<file path="config.mk">
export PLATFORM = sky130hd
export DESIGN_NAME = uart_tx
export DESIGN_NICKNAME = d
export VERILOG_FILES = /design/src/rtl/uart_tx_pkg.sv /design/src/rtl/uart_tx_serializer.sv /design/src/rtl/uart_tx.sv
export SDC_FILE = /design/constraint.sdc
export NUM_CORES = 1
export LEC_CHECK = 0
export BUFFER_PORTS_ARGS = -buffer_cell sky130_fd_sc_hd__buf_2
export CORE_ASPECT_RATIO = 0.8
export CORE_UTILIZATION = 37
export DETAILED_ROUTE_END_ITERATION = 10
export SLEW_MARGIN = 20
export SYNTH_ARGS = -nofsm -noshare
export SYNTH_HDL_FRONTEND = slang
export SYNTH_SLANG_ARGS = --single-unit
</file>
<file path="constraint.sdc">
create_clock -name i_clk -period 5.65 [get_ports i_clk]
set_clock_uncertainty 0.15 [all_clocks]
set_input_delay 0 -clock i_clk [delete_from_list [all_inputs] [get_ports i_clk]]
set_output_delay 0 -clock i_clk [all_outputs]
set_load 0.1 [all_outputs]
</file>
<file path="src/rtl/uart_tx_pkg.sv">
// Shared constants and types for the UART transmitter: FSM encoding, payload width,
// prescale floor and parity type codes.
package uart_tx_pkg;

  localparam int DATA_WIDTH = 8;

  localparam logic [4:0] PRESCALE_MIN = 5'd4;

  localparam logic PAR_EVEN = 1'b0;
  localparam logic PAR_ODD  = 1'b1;

  typedef enum logic [2:0] {
    ST_IDLE   = 3'd0,
    ST_START  = 3'd1,
    ST_DATA   = 3'd2,
    ST_PARITY = 3'd3,
    ST_STOP   = 3'd4
  } tx_state_e;

  // Prescales below the floor would make bits too short for the receiver to sample.
  function automatic logic [4:0] clamp_prescale(input logic [4:0] p);
    return (p < PRESCALE_MIN) ? PRESCALE_MIN : p;
  endfunction

endpackage

</file>
<file path="src/rtl/uart_tx_serializer.sv">
// Datapath of the transmitter: latched word and prescale, bit-cycle counter and
// bit-index counter, plus the strobes the FSM steps on.
module uart_tx_serializer
  import uart_tx_pkg::*;
#(
  parameter int DATA_WIDTH = 8,
  parameter int IDX_W      = 3
) (
  input  logic                  clk,
  input  logic                  rst_n,
  input  logic                  load,
  input  logic                  active,
  input  logic                  advance,
  input  logic [DATA_WIDTH-1:0] data_in,
  input  logic [4:0]            prescale_in,
  output logic [DATA_WIDTH-1:0] data_q,
  output logic [IDX_W-1:0]      bit_idx,
  output logic                  bit_done,
  output logic                  last_bit
);

  localparam logic [IDX_W-1:0] LAST_IDX = IDX_W'(DATA_WIDTH - 1);

  logic [4:0] prescale_q;
  logic [4:0] cycle_cnt;

  assign bit_done = (cycle_cnt == prescale_q - 5'd1);
  assign last_bit = (bit_idx == LAST_IDX);

  always_ff @(posedge clk or negedge rst_n) begin
    if (!rst_n) begin
      data_q     <= '0;
      prescale_q <= PRESCALE_MIN;
    end else if (load) begin
      data_q     <= data_in;
      prescale_q <= prescale_in;
    end
  end

  // The cycle counter wraps on every bit boundary so each bit lasts exactly prescale_q cycles.
  always_ff @(posedge clk or negedge rst_n) begin
    if (!rst_n) begin
      cycle_cnt <= '0;
    end else if (load) begin
      cycle_cnt <= '0;
    end else if (active) begin
      cycle_cnt <= bit_done ? 5'd0 : cycle_cnt + 5'd1;
    end
  end

  always_ff @(posedge clk or negedge rst_n) begin
    if (!rst_n) begin
      bit_idx <= '0;
    end else if (load) begin
      bit_idx <= '0;
    end else if (advance) begin
      bit_idx <= bit_idx + IDX_W'(1);
    end
  end

endmodule

</file>
<file path="src/rtl/uart_tx.sv">
// UART transmitter: start bit, LSB-first data, optional parity, stop bit, each held for
// a latched prescale count of oversampling-clock cycles. Outputs are registered.
module uart_tx #(
  parameter int DATA_WIDTH = uart_tx_pkg::DATA_WIDTH
) (
  input  logic                   i_clk,
  input  logic                   i_rst,
  input  logic [DATA_WIDTH-1:0]  i_data,
  input  logic                   i_data_valid,
  input  logic                   i_par_en,
  input  logic                   i_par_typ,
  input  logic [4:0]             i_prescale,
  output logic                   o_tx,
  output logic                   o_busy,
  output uart_tx_pkg::tx_state_e o_state
);

  import uart_tx_pkg::*;

  localparam int IDX_W = $clog2(DATA_WIDTH);

  // Handshake: a word is taken on any rising edge where i_data_valid is high and the
  // FSM is idle; o_busy is the inverse of ready, and requests while busy are dropped.
  tx_state_e state, state_next;

  logic                  tx_next, busy_next;
  logic                  accept, advance, active;
  logic                  par_en_q, par_typ_q, parity_bit;
  logic [DATA_WIDTH-1:0] data_q;
  logic [IDX_W-1:0]      bit_idx, idx_next;
  logic                  bit_done, last_bit;

  assign accept   = (state == ST_IDLE) && i_data_valid;
  assign active   = (state != ST_IDLE);
  assign advance  = (state == ST_DATA) && bit_done && !last_bit;
  assign idx_next = bit_idx + IDX_W'(1);
  assign o_state  = state;

  uart_tx_serializer #(
    .DATA_WIDTH (DATA_WIDTH),
    .IDX_W      (IDX_W)
  ) u_tx_serializer (
    .clk         (i_clk),
    .rst_n       (i_rst),
    .load        (accept),
    .active      (active),
    .advance     (advance),
    .data_in     (i_data),
    .prescale_in (clamp_prescale(i_prescale)),
    .data_q      (data_q),
    .bit_idx     (bit_idx),
    .bit_done    (bit_done),
    .last_bit    (last_bit)
  );

  always_comb begin
    parity_bit = ^data_q;
    case (par_typ_q)
      PAR_EVEN: parity_bit = ^data_q;
      PAR_ODD:  parity_bit = ~^data_q;
      default:  parity_bit = ^data_q;
    endcase
  end

  always_ff @(posedge i_clk or negedge i_rst) begin
    if (!i_rst) begin
      par_en_q  <= 1'b0;
      par_typ_q <= PAR_EVEN;
    end else if (accept) begin
      par_en_q  <= i_par_en;
      par_typ_q <= i_par_typ;
    end
  end

  always_ff @(posedge i_clk or negedge i_rst) begin
    if (!i_rst) begin
      state  <= ST_IDLE;
      o_tx   <= 1'b1;
      o_busy <= 1'b0;
    end else begin
      state  <= state_next;
      o_tx   <= tx_next;
      o_busy <= busy_next;
    end
  end

  // The line level is decided one cycle early so o_tx changes on the same edge as state.
  always_comb begin
    state_next = state;
    tx_next    = o_tx;
    busy_next  = o_busy;
    case (state)
      ST_IDLE: begin
        tx_next   = 1'b1;
        busy_next = 1'b0;
        if (i_data_valid) begin
          state_next = ST_START;
          tx_next    = 1'b0;
          busy_next  = 1'b1;
        end
      end
      ST_START: begin
        if (bit_done) begin
          state_next = ST_DATA;
          tx_next    = data_q[0];
        end
      end
      ST_DATA: begin
        if (bit_done) begin
          if (!last_bit) begin
            tx_next = data_q[idx_next];
          end else if (par_en_q) begin
            state_next = ST_PARITY;
            tx_next    = parity_bit;
          end else begin
            state_next = ST_STOP;
            tx_next    = 1'b1;
          end
        end
      end
      ST_PARITY: begin
        if (bit_done) begin
          state_next = ST_STOP;
          tx_next    = 1'b1;
        end
      end
      ST_STOP: begin
        if (bit_done) begin
          state_next = ST_IDLE;
          tx_next    = 1'b1;
          busy_next  = 1'b0;
        end
      end
      default: begin
        state_next = ST_IDLE;
        tx_next    = 1'b1;
        busy_next  = 1'b0;
      end
    endcase
  end

endmodule
</file>
-- Yosys cells after proc, flatten, opt, wreduce, memory -nomap -nowiden
Cells that the tools add are included.
- flip-flop bits (word level): 28
- output and inout port bits: 5
- logic and storage cells: 71
- add/subtract/negate cells: 3
- order comparisons: 2
- equal/unequal tests: 13
- mux-type cells: 27
- bitwise logic cells: 2
- reduce and logical (&&, ||, !) cells: 15
- operators by type and width (cell ; number):
    $mux 3 ; 9
    $mux 5 ; 4
    $pmux 3 s5 ; 1
    $ne 2x2->1 const B ; 6
    $mux 1 ; 9
    $reduce_xnor 8->1 ; 1
    $reduce_xor 8->1 ; 1
    $eq 3x2->1 const B ; 2
    $eq 3x3->1 const B ; 2
    $reduce_and 6->1 ; 1
    $add 5x1->5 const B ; 1
    $eq 5x5->1 ; 1
    $lt 5x3->1 const B ; 1
    $sub 5x1->5 const B ; 1
    $lt 3x4->1 const B ; 1
    $pmux 1 s4 ; 1
    $reduce_bool 2->1 ; 2
    $add 3x1->3 const B ; 1
    $bmux 1 s3 ; 1
    $eq 3x1->1 const B ; 1
    $logic_and 1x1->1 ; 3
    $logic_not 3->1 ; 1
    $pmux 1 s3 ; 1
    $reduce_and 3->1 ; 1
    8 further kinds ; 9

-- Longest topological paths before layout
Gate-level depths: netlist of run 1.
- depth after elaboration: 6
- gate-level depth with buffers: 8

-- By module
A second synthesis of run 1 with hierarchy kept.
- cells, all modules: 143
- area total of the unflattened synthesis: 1680.4 um^2
- by module, submodules not included (module ; times used ; cells each ; area each (um^2)):
    uart_tx_serializer ; 1 ; 81 ; 1031.0
    uart_tx ; 1 ; 62 ; 649.4

-- Least setup slack after synthesis of run 1
Ideal clock, no wire load.
- path type: reg-to-reg
- start point: reg state[0] (netlist: o_state[0])
- end point: reg par_typ_q
- library setup time: 0.125 ns
- arrival time: 2.107 ns
- data required time: 5.375 ns
- setup slack: 3.268 ns
- cell stages (with the launch flop): 6
- path buffers: 2
- clock period less this slack: 2.382 ns
- cell sequence: dfrtp_1 > clkbuf_1 > nor3_1 > nand2_1 > clkbuf_1 > mux2_2
- word-level cells in the longest chain between the ends: 2
- RTL lines (item ; RTL line ; text):
    start, declared ; uart_tx.sv:24 ; tx_state_e state, state_next;
    start signal, assigned ; uart_tx.sv:81 ; state <= state_next;
    $logic_not 3->1 ; uart_tx.sv:33 ; assign accept = (state == ST_IDLE) && i_data_valid;
    $logic_and 1x1->1 ; uart_tx.sv:33 ;
    end signal, assigned ; uart_tx.sv:71 ; par_typ_q <= i_par_typ;
    end, declared ; uart_tx.sv:28 ; logic par_en_q, par_typ_q, parity_bit;
No other way between the ends.
A chain may end at the register's enable or synchronous reset.

-- Worst setup path in the final report of run 1
- start point: reg u_tx_serializer.prescale_q[0]
- end point: reg u_tx_serializer.bit_idx[0]
- word-level cells in the longest chain between the ends: 5
- RTL lines (item ; RTL line ; text):
    start, declared ; uart_tx_serializer.sv:24 ; logic [4:0] prescale_q;
    start signal, assigned ; uart_tx_serializer.sv:36 ; prescale_q <= prescale_in;
    $sub 5x1->5 ; uart_tx_serializer.sv:27 ; assign bit_done = (cycle_cnt == prescale_q - 5'd1);
    $eq 5x5->1 ; uart_tx_serializer.sv:27 ;
    $logic_and 1x1->1 (2 in series) ; uart_tx.sv:35 ; assign advance = (state == ST_DATA) && bit_done && !last_bit;
    $reduce_bool 2->1 (no source line) ; n/a ;
    end signal, assigned ; uart_tx_serializer.sv:57 ; bit_idx <= bit_idx + IDX_W'(1);
    end, declared ; uart_tx_serializer.sv:17 ; output logic [IDX_W-1:0] bit_idx,
No other way between the ends.

==> flow_metrics.py, run 1 <==
metrics = {
    "die": {
        "placementRows": 20,
        "dieWidth_um": 74.9,
        "initial_core_util_pct": 40.0,
        "core_area_um2": 3930,
        "die_area_um2": 4520,
        "pin_count": 23,
        "fp.dieH_um": 60.3,
    },
    "logic_synthesis": {
        "synth.most_common_cell": "dfrtp_1",
        "muxShareOfSynthArea_pct": 15.1,
        "ys_ff_latch": 28,
        "synth_cells": 155,
        "ys_top_cells_by_count": "dfrtp_1, nand2_1, inv_1",
        "yosys_warnings": 0,
        "yosys-top-cells-area": "dfrtp_1, mux2_2, mux2i_1",
        "synth-compound-area-share_pct": 10.9,
        "synthAdderAreaFrac_pct": 3.18,
        "synth-seq-area-share_pct": 44.7,
        "synth_area_leader_cell": "dfrtp_1",
        "yosys.area.top_type_share_pct": 41.4,
        "syn_area_per_cell_um2": 10.1,
        "yosys.area_share.simple_pct": 13.4,
        "synth_edf_count": 0,
        "synthXorXnorAreaFrac_pct": 7.56,
        "synth_area_um2": 1570,
        "ys_types": 36,
        "mappedNetlistNets": 177,
        "synth_top_family_by_area": "multiplexers",
        "synth_flop_cell": "dfrtp_1",
        "synthArstFlopShare_pct": 100,
    },
    "power_and_ir_drop": {
        "p_int_mw": 0.674,
        "p_comb_share_pct": 50.8,
        "leakagePower_nw": 0.907,
        "ir_drop_mv": 0.283,
        "power.switching_mw": 0.475,
        "p_sw_share_pct": 41.4,
        "seq_power_share_pct": 35.4,
        "clock_power_share_pct": 13.8,
        "power.density_nw_per_um2": 580,
    },
    "finish": {
        "fin_nets": 215,
        "fillers": 354,
        "drive_gt1_share_pct": 21.4,
        "syn2layout_area_growth_pct": 25.9,
        "diodes": 0,
        "fin_area_um2": 1980,
    },
    "global_routing": {
        "grt.total_usage_pct": 15.7,
        "grt_overflow": 0,
        "grt_max_degree": 29,
        "antenna_found_initial": 0,
        "grt_pass1_wl_um": 5310,
        "grt_pass1_vias": 1181,
    },
    "clock_tree": {
        "root_buffer": "clkbuf_8",
        "cts_tree": "built",
        "cts-buffers-inserted": 3,
        "cts_resized": 0,
        "cts_hold_buf": 19,
        "clk_latency_ns": 0.27,
        "htreeDepth": 1,
        "cts_setup_buffers": 0,
        "path_clk_slew_ns": 0.10,
        "cts.path.max_buffers": 2,
        "clkSinkCount": 28,
    },
    "run_status": {
        "status": "completed",
    },
    "drt": {
        "viasPerCell": 4.94,
        "dr.pass1.iters": 4,
        "drt_iter0_drc": 75,
        "drc": 0,
        "ant_nets": 0,
        "routed_wl_um": 3180,
        "wl_per_cell_um": 12.9,
        "dr_total_vias": 1221,
    },
    "sta": {
        "whs_ns": 0.121,
        "setup_viol": 0,
        "worst_slew_pin_slew_ns": 0.756,
        "finalSetupTns_ns": 0,
        "finalCritPeriodShare_pct": 44.0,
        "rsz0062_at_grt": "no",
        "fmax_mhz": 402,
        "maxSlewViolCount": 0,
        "hold_viol_final": 0,
        "slew_headroom_pct": 49.5,
        "layout_min_cycle_time_ns": 2.49,
    },
    "critical_path": {
        "cpPeakStageDelay_ns": 0.50,
        "path_cells": "inv_1 > ha_1 > nor2b_1 > o31a_1 > a211o_1 > or3_1 > mux2i_1",
        "cp-end-kind": "register",
        "arrival_ns": 2.49,
        "critPathBufInv": 1,
        "worstPathMaxFanout": 15,
        "worstSetupPathType": "register to register",
        "cp_top_family": "compound AO/OA/AOI/OAI gates",
        "crit_path_start_kind": "register",
        "cp.required_ns": 5.65,
        "critPathSlowestCell": "or3_1",
    },
    "hold_path": {
        "hold_path.class": "input port to asynchronous set/reset pin",
    },
    "placed_design": {
        "io_buffers": 22,
        "gp_congestion": 0.770,
        "post_dp_cell_area_um2": 1720,
        "post-dp-hpwl_um": 2210,
    },
    "run": {
        "drv_cap": 0,
    },
}
area by class of cell:
class | count | area [um^2] | area share [%]
multi-input cells | 106 | 788 | 39.8
well taps | 55 | 68.8 | 3.47
flip-flops and latches | 28 | 703 | 35.5
inverters | 13 | 48.8 | 2.46
repair buffers | 41 | 300 | 15.2
clock buffers | 3 | 41.3 | 2.08
clock inverters | 1 | 30.0 | 1.52
layout by cell type (no fill, tap or decap), types with 2 or more instances in the layout:
cell           count
dfrtp_1           26
buf_2             22
dlygate4sd3_1     19
nand2_1           15
inv_1             13
mux2_2            11
o21ai_0           10
xnor2_1            9
mux2i_1            8
nor2_1             7
nand3_1            7
a31oi_1            4
ha_1               4
nor2b_1            3
o22ai_1            3
a21oi_1            3
clkbuf_8           3
nor3_1             2
xor2_1             2
or3_1              2
dfstp_2            2
worst reg2reg max path: stages, from the launching register on:
cell,delay [ns]
dfrtp_1,0.41
inv_1,0.06
ha_1,0.23
nor2b_1,0.14
o31a_1,0.27
a211o_1,0.46
or3_1,0.50
mux2i_1,0.15
sequential cells by signal (all words and copies together) (netlist names):
signal                      flops
par_typ_q                       1
u_tx_serializer.cycle_cnt       5
par_en_q                        1
u_tx_serializer.bit_idx         3
o_tx                            1
u_tx_serializer.prescale_q      5
o_busy                          1
u_tx_serializer.data_q          8
o_state                         3
final timing paths:
| check | from | end | slack [ns] | cells past startpoint |
|---|---|---|---|---|
| setup / recovery | u_tx_serializer.prescale_q[0]$_DFFE_PN0P_ | u_tx_serializer.bit_idx[0]$_DFFE_PN0P_ | 3.16 | 7 |
| hold / removal | i_rst | o_state[2]$_DFFE_PN0P_ | 0.12 | 2 |
| setup reg to reg | u_tx_serializer.prescale_q[0]$_DFFE_PN0P_ | u_tx_serializer.bit_idx[0]$_DFFE_PN0P_ | 3.16 | 7 |
| hold reg to reg | u_tx_serializer.prescale_q[2]$_DFFE_PN1P_ | u_tx_serializer.prescale_q[2]$_DFFE_PN1P_ | 0.37 | 2 |
| max in group asynchronous | i_rst | u_tx_serializer.cycle_cnt[4]$_DFFE_PN0P_ | 4.82 | 2 |
| min in group i_clk | i_data[4] | u_tx_serializer.data_q[4]$_DFFE_PN0P_ | 0.33 | 3 |
stage by stage:
stage	total power, mW	cells	utilization (%)	setup WS, ns
3_3_place_gp	0.962	224	43.8	3.27
6_report	1.15	247	50.4	3.16
3_5_place_dp	0.984	224	43.8	3.18
5_1_grt	1.23	247	50.4	3.05
4_1_cts	1.16	247	50.4	3.16
2_1_floorplan	0.879	155	-	3.27
power by group through the flow:
stage	Sequential, mW	Clock (mW)	Combinational (mW)
2_1_floorplan	0.463	0	0.415
3_3_place_gp	0.406	0	0.556
3_5_place_dp	0.412	0	0.572
4_1_cts	0.408	0.162	0.589
5_1_grt	0.426	0.170	0.636
6_report	0.407	0.158	0.583
layer usage:
layer  global-route usage, %  up-vias  part of all wire, %
li1                        -      615                    -
met1                    19.9      589                   49
met2                    27.7       15                   48
met3                    4.05        2                  2.3
met4                    2.43        0                 0.60
met5                       0        -                    0
cells by family after synthesis:
| kind of cell | count (synthesis) |
|---|---|
| buf+inv | 21 |
| compound gates | 27 |
| mux | 21 |
| xor+xnor | 12 |
| fa+ha+maj | 4 |
| simple gates | 42 |
| flops | 28 |
Note: power is estimated with default switching activity, not from simulation.
==> run 2: changes to the inputs <==
- clock period: 5.65 -> 2.1 ns (I/O delays scaled with it)
==> flow_metrics.py, run 2 (synthesis results as in run 1) <==
metrics = {
    "clock_tree": {
        "cts.path.max_buffers": 2,
        "cts-buffers-inserted": 3,
        "clkSinkCount": 28,
        "htreeDepth": 1,
        "clk_latency_ns": 0.28,
        "cts_tree": "built",
        "root_buffer": "clkbuf_8",
        "path_clk_slew_ns": 0.10,
    },
    "die": {
        "core_area_um2": 3930,
        "pin_count": 23,
        "fp.dieH_um": 60.3,
        "die_area_um2": 4520,
        "dieWidth_um": 74.9,
        "initial_core_util_pct": 40.0,
        "placementRows": 20,
    },
    "power_and_ir_drop": {
        "leakagePower_nw": 0.941,
        "seq_power_share_pct": 32.7,
        "p_int_mw": 1.96,
        "p_sw_share_pct": 40.0,
        "power.density_nw_per_um2": 1570,
        "ir_drop_mv": 0.680,
        "clock_power_share_pct": 13.0,
        "power.switching_mw": 1.31,
        "p_comb_share_pct": 54.3,
    },
    "critical_path": {
        "cp-end-kind": "register",
        "crit_path_start_kind": "register",
        "worstPathMaxFanout": 2,
        "cp.required_ns": 2.15,
        "arrival_ns": 2.19,
        "worstSetupPathType": "register to register",
    },
    "sta": {
        "layout_min_cycle_time_ns": 2.13,
        "whs_ns": 0.113,
        "worst_slew_pin_slew_ns": 0.629,
        "setup_viol": 1,
        "maxSlewViolCount": 0,
        "finalCritPeriodShare_pct": 102,
        "slew_headroom_pct": 58.1,
        "fmax_mhz": 469,
        "rsz0062_at_grt": "yes",
        "worst_slack_ns": -0.0316,
        "hold_viol_final": 0,
    },
    "finish": {
        "drive_gt1_share_pct": 30.3,
        "syn2layout_area_growth_pct": 32.5,
        "largestRegisters": "u_tx_serializer.data_q (8), u_tx_serializer.cycle_cnt (5), u_tx_serializer.prescale_q (5)",
        "fillers": 382,
        "fin_nets": 221,
        "largest_reg_flops": 8,
        "diodes": 0,
        "top_register": "u_tx_serializer.data_q",
        "final_core_util_pct": 53.1,
        "final_common_cell": "dfrtp_1",
        "final_cell_mix": "dfrtp_1, buf_2, dlygate4sd3_1",
    },
    "run_status": {
        "status": "complete, but fails checks",
        "failed_checks": "negative setup slack",
    },
    "placed_design": {
        "io_buffers": 22,
        "gp_congestion": 0.754,
        "post-dp-hpwl_um": 2220,
    },
    "drt": {
        "drt_iter0_drc": 104,
        "drc": 0,
        "wl_per_cell_um": 12.5,
        "dr.pass1.iters": 4,
        "ant_nets": 0,
        "routed_wl_um": 3170,
        "dr_total_vias": 1222,
        "viasPerCell": 4.83,
    },
    "hold_path": {
        "hold_path.class": "input port to asynchronous set/reset pin",
    },
    "global_routing": {
        "grt_overflow": 0,
        "grt_max_degree": 29,
        "grt_pass1_wl_um": 5260,
        "grt_pass1_vias": 1193,
        "grt.total_usage_pct": 15.8,
        "antenna_found_initial": 0,
    },
    "run": {
        "drv_cap": 0,
    },
}
[run 2: cell types whose count changed in the layout (fill, tap and decap cells not counted), sizes merged]
cell / before / now
buf: 22 / 29
dlygate4sd3: 19 / 18
[run 2: worst paths after layout]
path                                                             endpoint  slack, ns  cells after the start                                      start
worst max-delay path                                     o_tx$_DFFE_PN1P_      -0.03                      7     u_tx_serializer.bit_idx[0]$_DFFE_PN0P_
worst min-delay path                                   o_busy$_DFFE_PN0P_       0.11                      2                                      i_rst
worst max register to register                           o_tx$_DFFE_PN1P_      -0.03                      7     u_tx_serializer.bit_idx[0]$_DFFE_PN0P_
worst min register to register  u_tx_serializer.prescale_q[2]$_DFFE_PN1P_       0.37                      2  u_tx_serializer.prescale_q[2]$_DFFE_PN1P_
max in group asynchronous                          o_state[1]$_DFFE_PN0P_       1.21                      2                                      i_rst
min in group i_clk                                   par_en_q$_DFFE_PN0P_       0.31                      3                                   i_par_en
[run 2: critical path: stages (launching register included)]
cell and delay (ns):
dfrtp_1 0.40, ha_2 0.21, ha_4 0.22, inv_4 0.05, mux4_2 0.49, nor2b_4 0.14, a311o_1 0.26, a31oi_1 0.14
[run 2: per-layer routing]
metal | GRT usage, % | vias to the layer above | routed length (um)
met1 | 19.3 | 570 | 1490
met2 | 28.3 | 23 | 1550
met3 | 4.38 | 2 | 103
met4 | 2.43 | 0 | 19
met5 | 0 | - | 0
li1 | - | 627 | -
[run 2: timing repair]
| action | in CTS | in global routing |
|---|---|---|
| pin swaps | 5 | 4 |
| gates resized for setup | 7 | 3 |
| hold endpoints to repair | 46 | 0 |
| endpoints found under the setup margin | 5 | 6 |
| hold buffers | 18 | 0 |
| setup buffers | 0 | 1 |
[run 2: stage by stage]
stage          setup slack, ns  setup TNS (ns)  std cells  power [mW]  area [um^2]
3_3_place_gp           -0.0196         -0.0196        230        2.70         1790
4_1_cts                -0.0736          -0.204        252        3.28         2070
5_1_grt                 -0.104          -0.239        253        3.52         2080
2_1_floorplan          0.00467               0        155        2.40         1590
6_report               -0.0316         -0.0316        253        3.27         2080
3_5_place_dp           -0.0805          -0.170        230        2.75         1790
[run 2: final cells by class]
cell class / count / area (um^2) / share of cell area (%)
clock inverter: 1 / 30.0 / 1.44
timing repair buffer: 47 / 347 / 16.6
clock buffer: 3 / 41.3 / 1.98
sequential: 28 / 712 / 34.2
multi-input combinational: 106 / 835 / 40.0
inverter: 13 / 51.3 / 2.46
tap: 55 / 68.8 / 3.30
[run 2: power by group through the flow]
stage                     clock network (mW)  logic [mW]  registers, mW
after global placement                     0        1.64           1.06
after detailed placement                   0        1.67           1.08
after CTS                              0.442        1.76           1.07
after global routing                   0.457        1.95           1.11
after floorplan                            0        1.14           1.26
final                                  0.425        1.78           1.07
